[src/rtl/instruction_memory_loader_if.sv]
// rtl/instruction_memory_loader_if.sv - byte stream, memory write port and readback bundle
// Ports (signals):
//   s_valid/s_data/s_ready          framed byte stream into the loader
//   mem_we/mem_waddr/mem_wdata      byte write port of the instruction memory
//   debug_enable/debug_addr/debug_rdata  readback path of the instruction memory
// Modports: master = host/memory side, slave = loader side.
interface instruction_memory_loader_if #(
    parameter int I_ADDR_W = 12
) ();
    logic                s_valid;
    logic [7:0]          s_data;
    logic                s_ready;
    logic                mem_we;
    logic [I_ADDR_W-1:0] mem_waddr;
    logic [7:0]          mem_wdata;
    logic                debug_enable;
    logic [I_ADDR_W-1:0] debug_addr;
    logic [15:0]         debug_rdata;

    modport master (
        output s_valid, s_data, debug_rdata,
        input  s_ready, mem_we, mem_waddr, mem_wdata, debug_enable, debug_addr
    );

    modport slave (
        input  s_valid, s_data, debug_rdata,
        output s_ready, mem_we, mem_waddr, mem_wdata, debug_enable, debug_addr
    );
endinterface

[src/rtl/instruction_memory_loader.sv]
// rtl/instruction_memory_loader.sv - framed byte-stream loader for the instruction memory
// Frame: LEN_LO, LEN_HI, N payload bytes, CSUM (sum of payload mod 256).
// Ports:
//   clk, rst_n        clock, asynchronous active-low reset
//   start, base_addr  begin a frame, first write address (latched on start)
//   abort             return to IDLE from any state, kills the pending write
//   bus (slave)       stream in, memory write port out, readback path
//   cpu_hold          stalls CPU fetch while a frame is in flight or failed
//   load_done         sticky success flag
//   load_error        sticky code: 0 none, 1 length overflow, 2 checksum, 3 readback
// Optional feature: IMEM_LOADER_READBACK_EN adds a VERIFY pass that re-reads the
// written range through the debug port and re-checks the checksum.
module instruction_memory_loader #(
    parameter int I_ADDR_W       = 12,
    parameter int I_MEMORY_DEPTH = 1 << I_ADDR_W
) (
    input  logic                        clk,
    input  logic                        rst_n,
    input  logic                        start,
    input  logic [I_ADDR_W-1:0]         base_addr,
    input  logic                        abort,
    instruction_memory_loader_if.slave  bus,
    output logic                        cpu_hold,
    output logic                        load_done,
    output logic [1:0]                  load_error
);
    // Wide enough that base_addr + 16-bit length can never wrap.
    localparam int CHK_W = I_ADDR_W + 17;
    localparam logic [CHK_W-1:0] DEPTH_EXT = CHK_W'(I_MEMORY_DEPTH);

    typedef enum logic [2:0] {
        ST_IDLE,
        ST_LEN_LO,
        ST_LEN_HI,
        ST_DATA,
        ST_CSUM,
        ST_DONE,
        ST_ERROR
`ifdef IMEM_LOADER_READBACK_EN
        , ST_VERIFY
`endif
    } state_t;

    state_t              state_q, state_d;
    logic [I_ADDR_W-1:0] base_q, base_d;
    logic [15:0]         len_q, len_d;
    logic [15:0]         cnt_q, cnt_d;
    logic [7:0]          sum_q, sum_d;
    logic                we_q, we_d;
    logic [I_ADDR_W-1:0] waddr_q, waddr_d;
    logic [7:0]          wdata_q, wdata_d;
    logic                hold_q, hold_d;
    logic                done_q, done_d;
    logic [1:0]          err_q, err_d;

    logic                s_ready_int;
    logic                accept;
    logic [15:0]         len_full;
    logic                overflow;

`ifdef IMEM_LOADER_READBACK_EN
    logic [7:0]          csum_q, csum_d;
    logic [I_ADDR_W-1:0] vaddr_q, vaddr_d;
    logic [7:0]          vsum_q, vsum_d;
    logic [7:0]          vsum_next;
    logic                unused_rdata;

    assign vsum_next    = vsum_q + bus.debug_rdata[7:0];
    assign unused_rdata = ^bus.debug_rdata[15:8];
`else
    logic                unused_rdata;

    assign unused_rdata = ^bus.debug_rdata;
`endif

    // abort also drops s_ready so a byte offered alongside abort is never taken.
    assign s_ready_int = ((state_q == ST_LEN_LO) || (state_q == ST_LEN_HI) ||
                          (state_q == ST_DATA)   || (state_q == ST_CSUM)) && !abort;
    assign accept      = bus.s_valid && s_ready_int;
    assign len_full    = {bus.s_data, len_q[7:0]};
    assign overflow    = (CHK_W'(base_q) + CHK_W'(len_full)) > DEPTH_EXT;

    always_comb begin
        state_d = state_q;
        base_d  = base_q;
        len_d   = len_q;
        cnt_d   = cnt_q;
        sum_d   = sum_q;
        we_d    = 1'b0;
        waddr_d = waddr_q;
        wdata_d = wdata_q;
        hold_d  = hold_q;
        done_d  = done_q;
        err_d   = err_q;
`ifdef IMEM_LOADER_READBACK_EN
        csum_d  = csum_q;
        vaddr_d = vaddr_q;
        vsum_d  = vsum_q;
`endif

        case (state_q)
            ST_IDLE, ST_DONE, ST_ERROR: begin
                if (start) begin
                    state_d = ST_LEN_LO;
                    base_d  = base_addr;
                    cnt_d   = 16'd0;
                    sum_d   = 8'd0;
                    hold_d  = 1'b1;
                    done_d  = 1'b0;
                    err_d   = 2'd0;
                end
            end
            ST_LEN_LO: begin
                if (accept) begin
                    len_d   = {8'h00, bus.s_data};
                    state_d = ST_LEN_HI;
                end
            end
            ST_LEN_HI: begin
                if (accept) begin
                    len_d = len_full;
                    if (overflow) begin
                        state_d = ST_ERROR;
                        err_d   = 2'd1;
                    end else if (len_full == 16'd0) begin
                        state_d = ST_CSUM;
                    end else begin
                        state_d = ST_DATA;
                    end
                end
            end
            ST_DATA: begin
                if (accept) begin
                    we_d    = 1'b1;
                    waddr_d = base_q + I_ADDR_W'(cnt_q);
                    wdata_d = bus.s_data;
                    sum_d   = sum_q + bus.s_data;
                    cnt_d   = cnt_q + 16'd1;
                    if (cnt_q + 16'd1 == len_q) begin
                        state_d = ST_CSUM;
                    end
                end
            end
            ST_CSUM: begin
                if (accept) begin
                    if (bus.s_data != sum_q) begin
                        state_d = ST_ERROR;
                        err_d   = 2'd2;
`ifdef IMEM_LOADER_READBACK_EN
                    end else if (len_q != 16'd0) begin
                        state_d = ST_VERIFY;
                        csum_d  = bus.s_data;
                        vaddr_d = base_q;
                        vsum_d  = 8'd0;
                        cnt_d   = 16'd0;
`endif
                    end else begin
                        state_d = ST_DONE;
                        done_d  = 1'b1;
                        hold_d  = 1'b0;
                    end
                end
            end
`ifdef IMEM_LOADER_READBACK_EN
            ST_VERIFY: begin
                // Memory reads are combinational: rdata belongs to vaddr_q this cycle.
                vsum_d  = vsum_next;
                vaddr_d = vaddr_q + 1'b1;
                cnt_d   = cnt_q + 16'd1;
                if (cnt_q + 16'd1 == len_q) begin
                    if (vsum_next == csum_q) begin
                        state_d = ST_DONE;
                        done_d  = 1'b1;
                        hold_d  = 1'b0;
                    end else begin
                        state_d = ST_ERROR;
                        err_d   = 2'd3;
                    end
                end
            end
`endif
            default: state_d = ST_IDLE;
        endcase

        // abort outranks everything, including a simultaneous start.
        if (abort) begin
            state_d = ST_IDLE;
            hold_d  = 1'b0;
            done_d  = 1'b0;
            err_d   = 2'd0;
            we_d    = 1'b0;
        end
    end

    always_ff @(posedge clk or negedge rst_n) begin
        if (!rst_n) begin
            state_q <= ST_IDLE;
            base_q  <= '0;
            len_q   <= 16'd0;
            cnt_q   <= 16'd0;
            sum_q   <= 8'd0;
            we_q    <= 1'b0;
            waddr_q <= '0;
            wdata_q <= 8'd0;
            hold_q  <= 1'b0;
            done_q  <= 1'b0;
            err_q   <= 2'd0;
`ifdef IMEM_LOADER_READBACK_EN
            csum_q  <= 8'd0;
            vaddr_q <= '0;
            vsum_q  <= 8'd0;
`endif
        end else begin
            state_q <= state_d;
            base_q  <= base_d;
            len_q   <= len_d;
            cnt_q   <= cnt_d;
            sum_q   <= sum_d;
            we_q    <= we_d;
            waddr_q <= waddr_d;
            wdata_q <= wdata_d;
            hold_q  <= hold_d;
            done_q  <= done_d;
            err_q   <= err_d;
`ifdef IMEM_LOADER_READBACK_EN
            csum_q  <= csum_d;
            vaddr_q <= vaddr_d;
            vsum_q  <= vsum_d;
`endif
        end
    end

    assign bus.s_ready   = s_ready_int;
    // The registered write is suppressed in the cycle abort arrives.
    assign bus.mem_we    = we_q && !abort;
    assign bus.mem_waddr = waddr_q;
    assign bus.mem_wdata = wdata_q;

`ifdef IMEM_LOADER_READBACK_EN
    assign bus.debug_enable = (state_q == ST_VERIFY);
    assign bus.debug_addr   = vaddr_q;
`else
    assign bus.debug_enable = 1'b0;
    assign bus.debug_addr   = '0;
`endif

    assign cpu_hold   = hold_q;
    assign load_done  = done_q;
    assign load_error = err_q;
endmodule

[src/flat_wrapper.sv]
// flat-port wrapper written by rule: the top's interface ports become plain ports
module instruction_memory_loader_flat 
#(
    parameter int I_ADDR_W       = 12,
    parameter int I_MEMORY_DEPTH = 1 << I_ADDR_W
)
  (clk, rst_n, start, base_addr, abort, cpu_hold, load_done, load_error, bus_s_valid, bus_s_data, bus_debug_rdata, bus_s_ready, bus_mem_we, bus_mem_waddr, bus_mem_wdata, bus_debug_enable, bus_debug_addr);
  instruction_memory_loader_if #(.I_ADDR_W(I_ADDR_W)) bus_i ();
  input  logic clk;
  input  logic rst_n;
  input  logic start;
  input  logic [I_ADDR_W-1:0] base_addr;
  input  logic abort;
  output logic cpu_hold;
  output logic load_done;
  output logic [1:0] load_error;
  input wire logic [$bits(bus_i.s_valid)-1:0] bus_s_valid;
  input wire logic [$bits(bus_i.s_data)-1:0] bus_s_data;
  input wire logic [$bits(bus_i.debug_rdata)-1:0] bus_debug_rdata;
  output wire logic [$bits(bus_i.s_ready)-1:0] bus_s_ready;
  output wire logic [$bits(bus_i.mem_we)-1:0] bus_mem_we;
  output wire logic [$bits(bus_i.mem_waddr)-1:0] bus_mem_waddr;
  output wire logic [$bits(bus_i.mem_wdata)-1:0] bus_mem_wdata;
  output wire logic [$bits(bus_i.debug_enable)-1:0] bus_debug_enable;
  output wire logic [$bits(bus_i.debug_addr)-1:0] bus_debug_addr;
  assign bus_i.s_valid = bus_s_valid;
  assign bus_i.s_data = bus_s_data;
  assign bus_i.debug_rdata = bus_debug_rdata;
  assign bus_s_ready = bus_i.s_ready;
  assign bus_mem_we = bus_i.mem_we;
  assign bus_mem_waddr = bus_i.mem_waddr;
  assign bus_mem_wdata = bus_i.mem_wdata;
  assign bus_debug_enable = bus_i.debug_enable;
  assign bus_debug_addr = bus_i.debug_addr;
  instruction_memory_loader #(.I_ADDR_W(I_ADDR_W), .I_MEMORY_DEPTH(I_MEMORY_DEPTH)) u_core (.clk(clk), .rst_n(rst_n), .start(start), .base_addr(base_addr), .abort(abort), .bus(bus_i), .cpu_hold(cpu_hold), .load_done(load_done), .load_error(load_error));
endmodule
[config.mk]
export PLATFORM = sky130hd
export DESIGN_NAME = instruction_memory_loader_flat
export DESIGN_NICKNAME = d
export VERILOG_FILES = /design/src/rtl/instruction_memory_loader_if.sv /design/src/rtl/instruction_memory_loader.sv /design/src/flat_wrapper.sv
export SDC_FILE = /design/constraint.sdc
export NUM_CORES = 1
export LEC_CHECK = 0
export ABC_CLOCK_PERIOD_IN_PS = 7600
export CAP_MARGIN = 20
export CORE_MARGIN = 10
export CORE_UTILIZATION = 40
export CTS_CLUSTER_DIAMETER = 30
export DETAILED_ROUTE_END_ITERATION = 12
export PLACE_DENSITY = 0.71
export SETUP_SLACK_MARGIN = 0.2
export SYNTH_ARGS = -nofsm -noshare
export SYNTH_HDL_FRONTEND = slang
export SYNTH_SLANG_ARGS = --single-unit
[constraint.sdc]
create_clock -name clk -period 7.6 [get_ports clk]
set_input_delay 1.52 -clock clk [delete_from_list [all_inputs] [get_ports clk]]
set_output_delay 1.52 -clock clk [all_outputs]
set_load 0.005 [all_outputs]
Word-level counts from Yosys, hierarchy flattened:

Cells that the tools add are included.

* equal/unequal tests: 21
* bitwise logic cells: 1
* order comparisons: 1
* mux-type cells: 40
* $add $sub $neg: 4
* reduce and logical (&&, ||, !) cells: 22

Operators with widths (count)
* $mux W16: 4
* $pmux W16 S2: 2
* $gt A29 B13 Y1 const B: 1
* $mux W3: 9
* $add A12 B16 Y17: 1
* $add A16 B1 Y16 const B: 1
* $eq A16 B16 Y1: 1
* $logic_not A16 Y1: 1
* $mux W8: 2
* $pmux W8 S2: 1
* $ne A3 B2 Y1 const B: 5
* $pmux W3 S5: 1
* $mux W2: 7
* $add A12 B12 Y12: 1
* $ne A3 B3 Y1 const B: 4
* $reduce_and A6 Y1: 2
* $mux W1: 11
* $eq A3 B3 Y1 const B: 3
* $reduce_and A3 Y1: 3
* $add A8 B8 Y8: 1
* $ne A8 B8 Y1: 1
* $eq A3 B2 Y1 const B: 2
* $ne A2 B1 Y1 const B: 3
* $pmux W2 S3: 1
* other kinds (14): 21

* logic and storage cells: 101
* input port bits: 41
* register bits: 80
* output and inout port bits: 39

Depth between registers and ports, before layout:

* depth after elaboration: 9
* gate-level depth with buffers: 11
* gate-level depth less buffers: 11

Worst setup path after synthesis:

OpenSTA, ideal clock, no wires.

* path kind: input to register
* start point: input port bus_s_data[2]
* end point: register u_core.state_q[2]
* setup time: 124 ps
* path buffers: 0
* required time: 7476 ps
* arrival time: 3831 ps
* stages on the path: 9
* setup slack: 3645 ps
* path through: ha_1 > nor2_2 > a2111oi_4 > o21ai_2 > nor4b_2 > nand4_1 > o41ai_2 > or3b_1 > a211o_1

* longest elaborated chain between the ends: 6
* elaborated cells on any way between the ends: 8
* those cells by class: add/sub: 1; order compare: 1; mux: 5; reduce/logical: 1

Ends and longest elaborated chain
* start: declaration: RTL line flat_wrapper.sv:18 `input wire logic [$bits(bus_i.s_data)-1:0] bus_s_data;`
* $add A12 B16 Y17 or $logic_not A16 Y1 (tied branches): RTL line instruction_memory_loader.sv:81, instruction_memory_loader.sv:125
* $gt A29 B13 Y1 or $mux W3 (tied branches): RTL line instruction_memory_loader.sv:81, instruction_memory_loader.sv:125
* $mux W3 (*): RTL line instruction_memory_loader.sv:122 `if (overflow) begin`
* $mux W3 (*): RTL line instruction_memory_loader.sv:120 `if (accept) begin`
* $pmux W3 S5 (*): RTL line instruction_memory_loader.sv:101 `case (state_q)`
* $mux W3 (*): RTL line instruction_memory_loader.sv:186 `if (abort) begin`
* end signal: assignment: RTL line instruction_memory_loader.sv:214 `state_q <= state_d;`
* end: declaration: RTL line instruction_memory_loader.sv:44 `state_t state_q, state_d;`

Mark *: on every way between the ends. The rest lies on a longest branch, timed or not. The select of a mux whose other input is x is not followed.
A chain may end at the register's enable or synchronous reset.

Final worst setup path:

Same ends and word-level chain as after synthesis.

==> results.json <==
{
  "status": "finished clean",
  "ys_ff_latch": 80,
  "drt_iter0_markers": 311,
  "clkTransAtPathRegs_ps": 60,
  "h-tree-depth": 3,
  "final_util": 0.4767,
  "yosys_most_used_dff": "dfrtp_1",
  "dp_hpwl_mm": 10.25,
  "ant_nets": 0,
  "ios": 80,
  "fin_crit_sh": 0.6100,
  "drive_gt1_frac": 0.07143,
  "timing.rr.end": "u_core.state_q[2]",
  "grt_overflow": 0,
  "p_sw_frac": 0.4024,
  "vias": 4705,
  "slew-limit-headroom": 0.3566,
  "cts_made_buffers": 9,
  "portBuffers": 50,
  "startpoint_type": "primary input",
  "fp-row-count": 42,
  "timing.rr.start": "u_core.len_q[0]",
  "fp.dieH_um": 136.7,
  "antenna_found_initial": 0,
  "rsz0062_at_grt": "no",
  "cap_violations": 0,
  "postCtsSetupBuffers": 0,
  "path_class": "in -> reg",
  "ctsResizeCount": 0,
  "area_delta_synth_final_pct": 16.25,
  "critPathRequiredTime_ps": 7830,
  "place_congestion": 0.8358,
  "reg2reg_depth": 10,
  "endpoint_kind": "flop",
  "cts_root_buffer": "clkbuf_16",
  "yosys_warnings": 0,
  "fmax_mhz": 215.7,
  "hold_path_class": "reg -> reg",
  "dieWidth_um": 136.7,
  "rrSetupSlack_ps": 4050,
  "synth.avg_cell_area_um2": 8.793,
  "cts_tree": "built",
  "power.clock.fraction": 0.194,
  "vias_per_cell": 5.641,
  "syn_inst": 620,
  "critical_path.max_stage_delay_ps": 560,
  "crit_family": "compound AO/OA/AOI/OAI gates",
  "hold_buffers": 0,
  "grt_max_degree": 81,
  "grt_usage": 0.1511,
  "hold_path_end": "u_core.bus.mem_waddr[9]",
  "setup_tns_ps": 0,
  "critPathBufInv": 1,
  "worstHoldStart": "u_core.bus.mem_waddr[9]",
  "worstMarginPinSlew_ps": 962.7,
  "routedWlPerCell_um": 16.92,
  "powerDensity_nw_per_um2": 349.5,
  "first_global_vias": 4497,
  "cts_max_path_buffers": 2,
  "die-area_um2": 18700,
  "crit_fanout": 6,
  "critPathSlowestCell": "clkdlybuf4s50_1",
  "synth-seq-area-share": 0.3672,
  "setup_viol": 0,
  "coreArea_um2": 13300,
  "critPathArrivalTime_ps": 4870,
  "fin_crit_ps": 4636,
  "cp_num_cells": 10,
  "synth_edf_count": 0,
  "clock_latency_ps": 340,
  "cts_sinks": 80,
  "clock_skew_ps": 8.624,
  "ir_worst_vdd_mv": 0.1800,
  "fillers": 1233,
  "ys_types": 61,
  "pwr-share-seq": 0.326,
  "crit_chain": "clkdlybuf4s50_1, ha_1, nor2_2, a2111oi_4, o21ai_2, nor4b_2, nand4_1, o41ai_2, or3b_1, a211o_1",
  "slew_violations": 0,
  "whs_path_depth": 2,
  "start_util": 0.4100,
  "drt_first_pass_iters": 5,
  "final_nets": 728,
  "drt_wl_total_mm": 14.12,
  "finalHoldViolCount": 0,
  "p_switching_mw": 0.8912,
  "synth_area_um2": 5451,
  "internal_power_mw": 1.324,
  "antenna_cells": 0,
  "critPathLaunch": "bus_s_data[2]",
  "comb_power_share": 0.480,
  "p_leak_nw": 2.787,
  "synthArstFlopShare": 1.000,
  "grt_pass1_wl_mm": 22.86,
  "drc_errors": 0
}
[kinds of logic after synthesis]
kind of cell | Yosys count | share of synthesized area
AOI/OAI and AO/OA | 160 | 0.1946
xor gates and xnor gates | 43 | 0.06908
and+or+nand+nor | 221 | 0.1958
other | 1 | 0.0006879
adders and majority gates | 34 | 0.08217
buffers and inverters | 62 | 0.05256
muxes | 19 | 0.03787
DFF | 80 | 0.3672
[Yosys cell counts (13+ instances only)]
| master | instances | area [um^2] |
|---|---|---|
| xnor2_1 | 30 | 262.8 |
| o21ai_0 | 52 | 260.3 |
| nor2_1 | 40 | 150.1 |
| mux2_2 | 13 | 146.4 |
| xor2_1 | 13 | 113.9 |
| inv_1 | 19 | 71.32 |
| clkbuf_1 | 23 | 86.33 |
| dfrtp_1 | 80 | 2002 |
| ha_1 | 31 | 387.9 |
| a21oi_1 | 32 | 160.2 |
| nand2_1 | 85 | 319.1 |
| nor3_1 | 13 | 65.06 |
| nand2b_1 | 14 | 87.58 |
| buf_4 | 13 | 97.59 |
| nand3_1 | 21 | 105.1 |
[layout by cell type, fill, tap and decap left out, types with 3 or more instances in the layout]
| cell | count |
|---|---|
| or3_1 | 4 |
| and3_1 | 8 |
| o31ai_1 | 11 |
| o21bai_1 | 5 |
| a41oi_1 | 3 |
| fa_1 | 3 |
| conb_1 | 13 |
| o21a_1 | 6 |
| nand4_1 | 8 |
| nand3_1 | 20 |
| nand2b_1 | 14 |
| nor4_2 | 3 |
| a211oi_1 | 6 |
| ha_1 | 31 |
| a211o_1 | 3 |
| nor2b_1 | 5 |
| clkbuf_16 | 9 |
| a21oi_1 | 32 |
| nor3_1 | 13 |
| nor4_1 | 8 |
| a22o_1 | 8 |
| clkdlybuf4s50_1 | 49 |
| and2_1 | 3 |
| nor2_1 | 40 |
| buf_4 | 3 |
| a31oi_1 | 6 |
| mux2i_1 | 6 |
| clkinvlp_4 | 3 |
| o21ai_0 | 52 |
| dfrtp_1 | 80 |
| xor2_1 | 13 |
| mux2_2 | 13 |
| xnor2_1 | 30 |
| nand2_1 | 85 |
| inv_1 | 19 |
| o211ai_1 | 3 |
| a21o_1 | 6 |
[layout make-up]
class                           count  area [um^2]  area share
Inverter                           19        71.32     0.01125
Sequential cell                    80         2002      0.3159
Timing Repair Buffer               53        540.5     0.08529
Clock buffer                       11        232.7     0.03672
Multi-Input combinational cell    490         3213      0.5070
Tap cell                          176        220.2     0.03475
Clock inverter                      5        57.56    0.009082
[per-stage QoR]
stage	cell area, um^2	instances	total power [mW]	setup WS (ps)	hold WS [ps]
final	6337	834	2.215	2964	478.1
after global routing	6337	834	2.380	2739	503.1
after CTS	6310	833	2.220	2907	485.0
after detailed placement	6020	817	1.780	2545	467.1
after global placement	6012	816	1.736	2635	460.8
after floorplan	5497	632	1.440	3645	466.9
[power by group through the flow]
| stage | Clock [mW] | Sequential (mW) | Combinational [mW] |
|---|---|---|---|
| after global routing | 0.457 | 0.744 | 1.18 |
| after floorplan | 0 | 0.654 | 0.786 |
| after CTS | 0.437 | 0.723 | 1.06 |
| after global placement | 0 | 0.722 | 1.01 |
| after detailed placement | 0 | 0.730 | 1.05 |
| final | 0.430 | 0.722 | 1.06 |
[layer usage]
| metal | share of wire | global-route usage | routed length [um] | up-vias |
|---|---|---|---|---|
| met4 | 0.018 | 0.04734 | 249 | 0 |
| li1 | - | - | - | 2253 |
| met2 | 0.47 | 0.2448 | 6601 | 157 |
| met1 | 0.45 | 0.1901 | 6288 | 2266 |
| met5 | 0 | 0 | 0 | - |
| met3 | 0.069 | 0.04289 | 976 | 29 |
[how the worst max path moves through the flow]
stage	endpoint	slack, ps
5_1_grt	u_core.state_q[2]	2740
3_5_place_dp	u_core.state_q[2]	2550
6_report	u_core.state_q[2]	2960
2_1_floorplan	u_core.state_q[2]	3640
3_3_place_gp	u_core.state_q[2]	2640
4_1_cts	u_core.state_q[2]	2910
[state kept, by name (all words and copies together), names as in the netlist]
signal	cells
u_core.state_q	3
u_core.len_q	16
u_core.bus.mem_wdata	8
u_core.base_q	12
u_core.cnt_q	16
u_core.we_q	1
u_core.bus.mem_waddr	12
u_core.load_error	2
u_core.cpu_hold	1
u_core.load_done	1
u_core.sum_q	8
[worst min-delay path: stages, from the launching register on]
cell	delay, ps
dfrtp_1	340
nand2_1	50
o21ai_0	60
(Power assumes the default switching activity.)
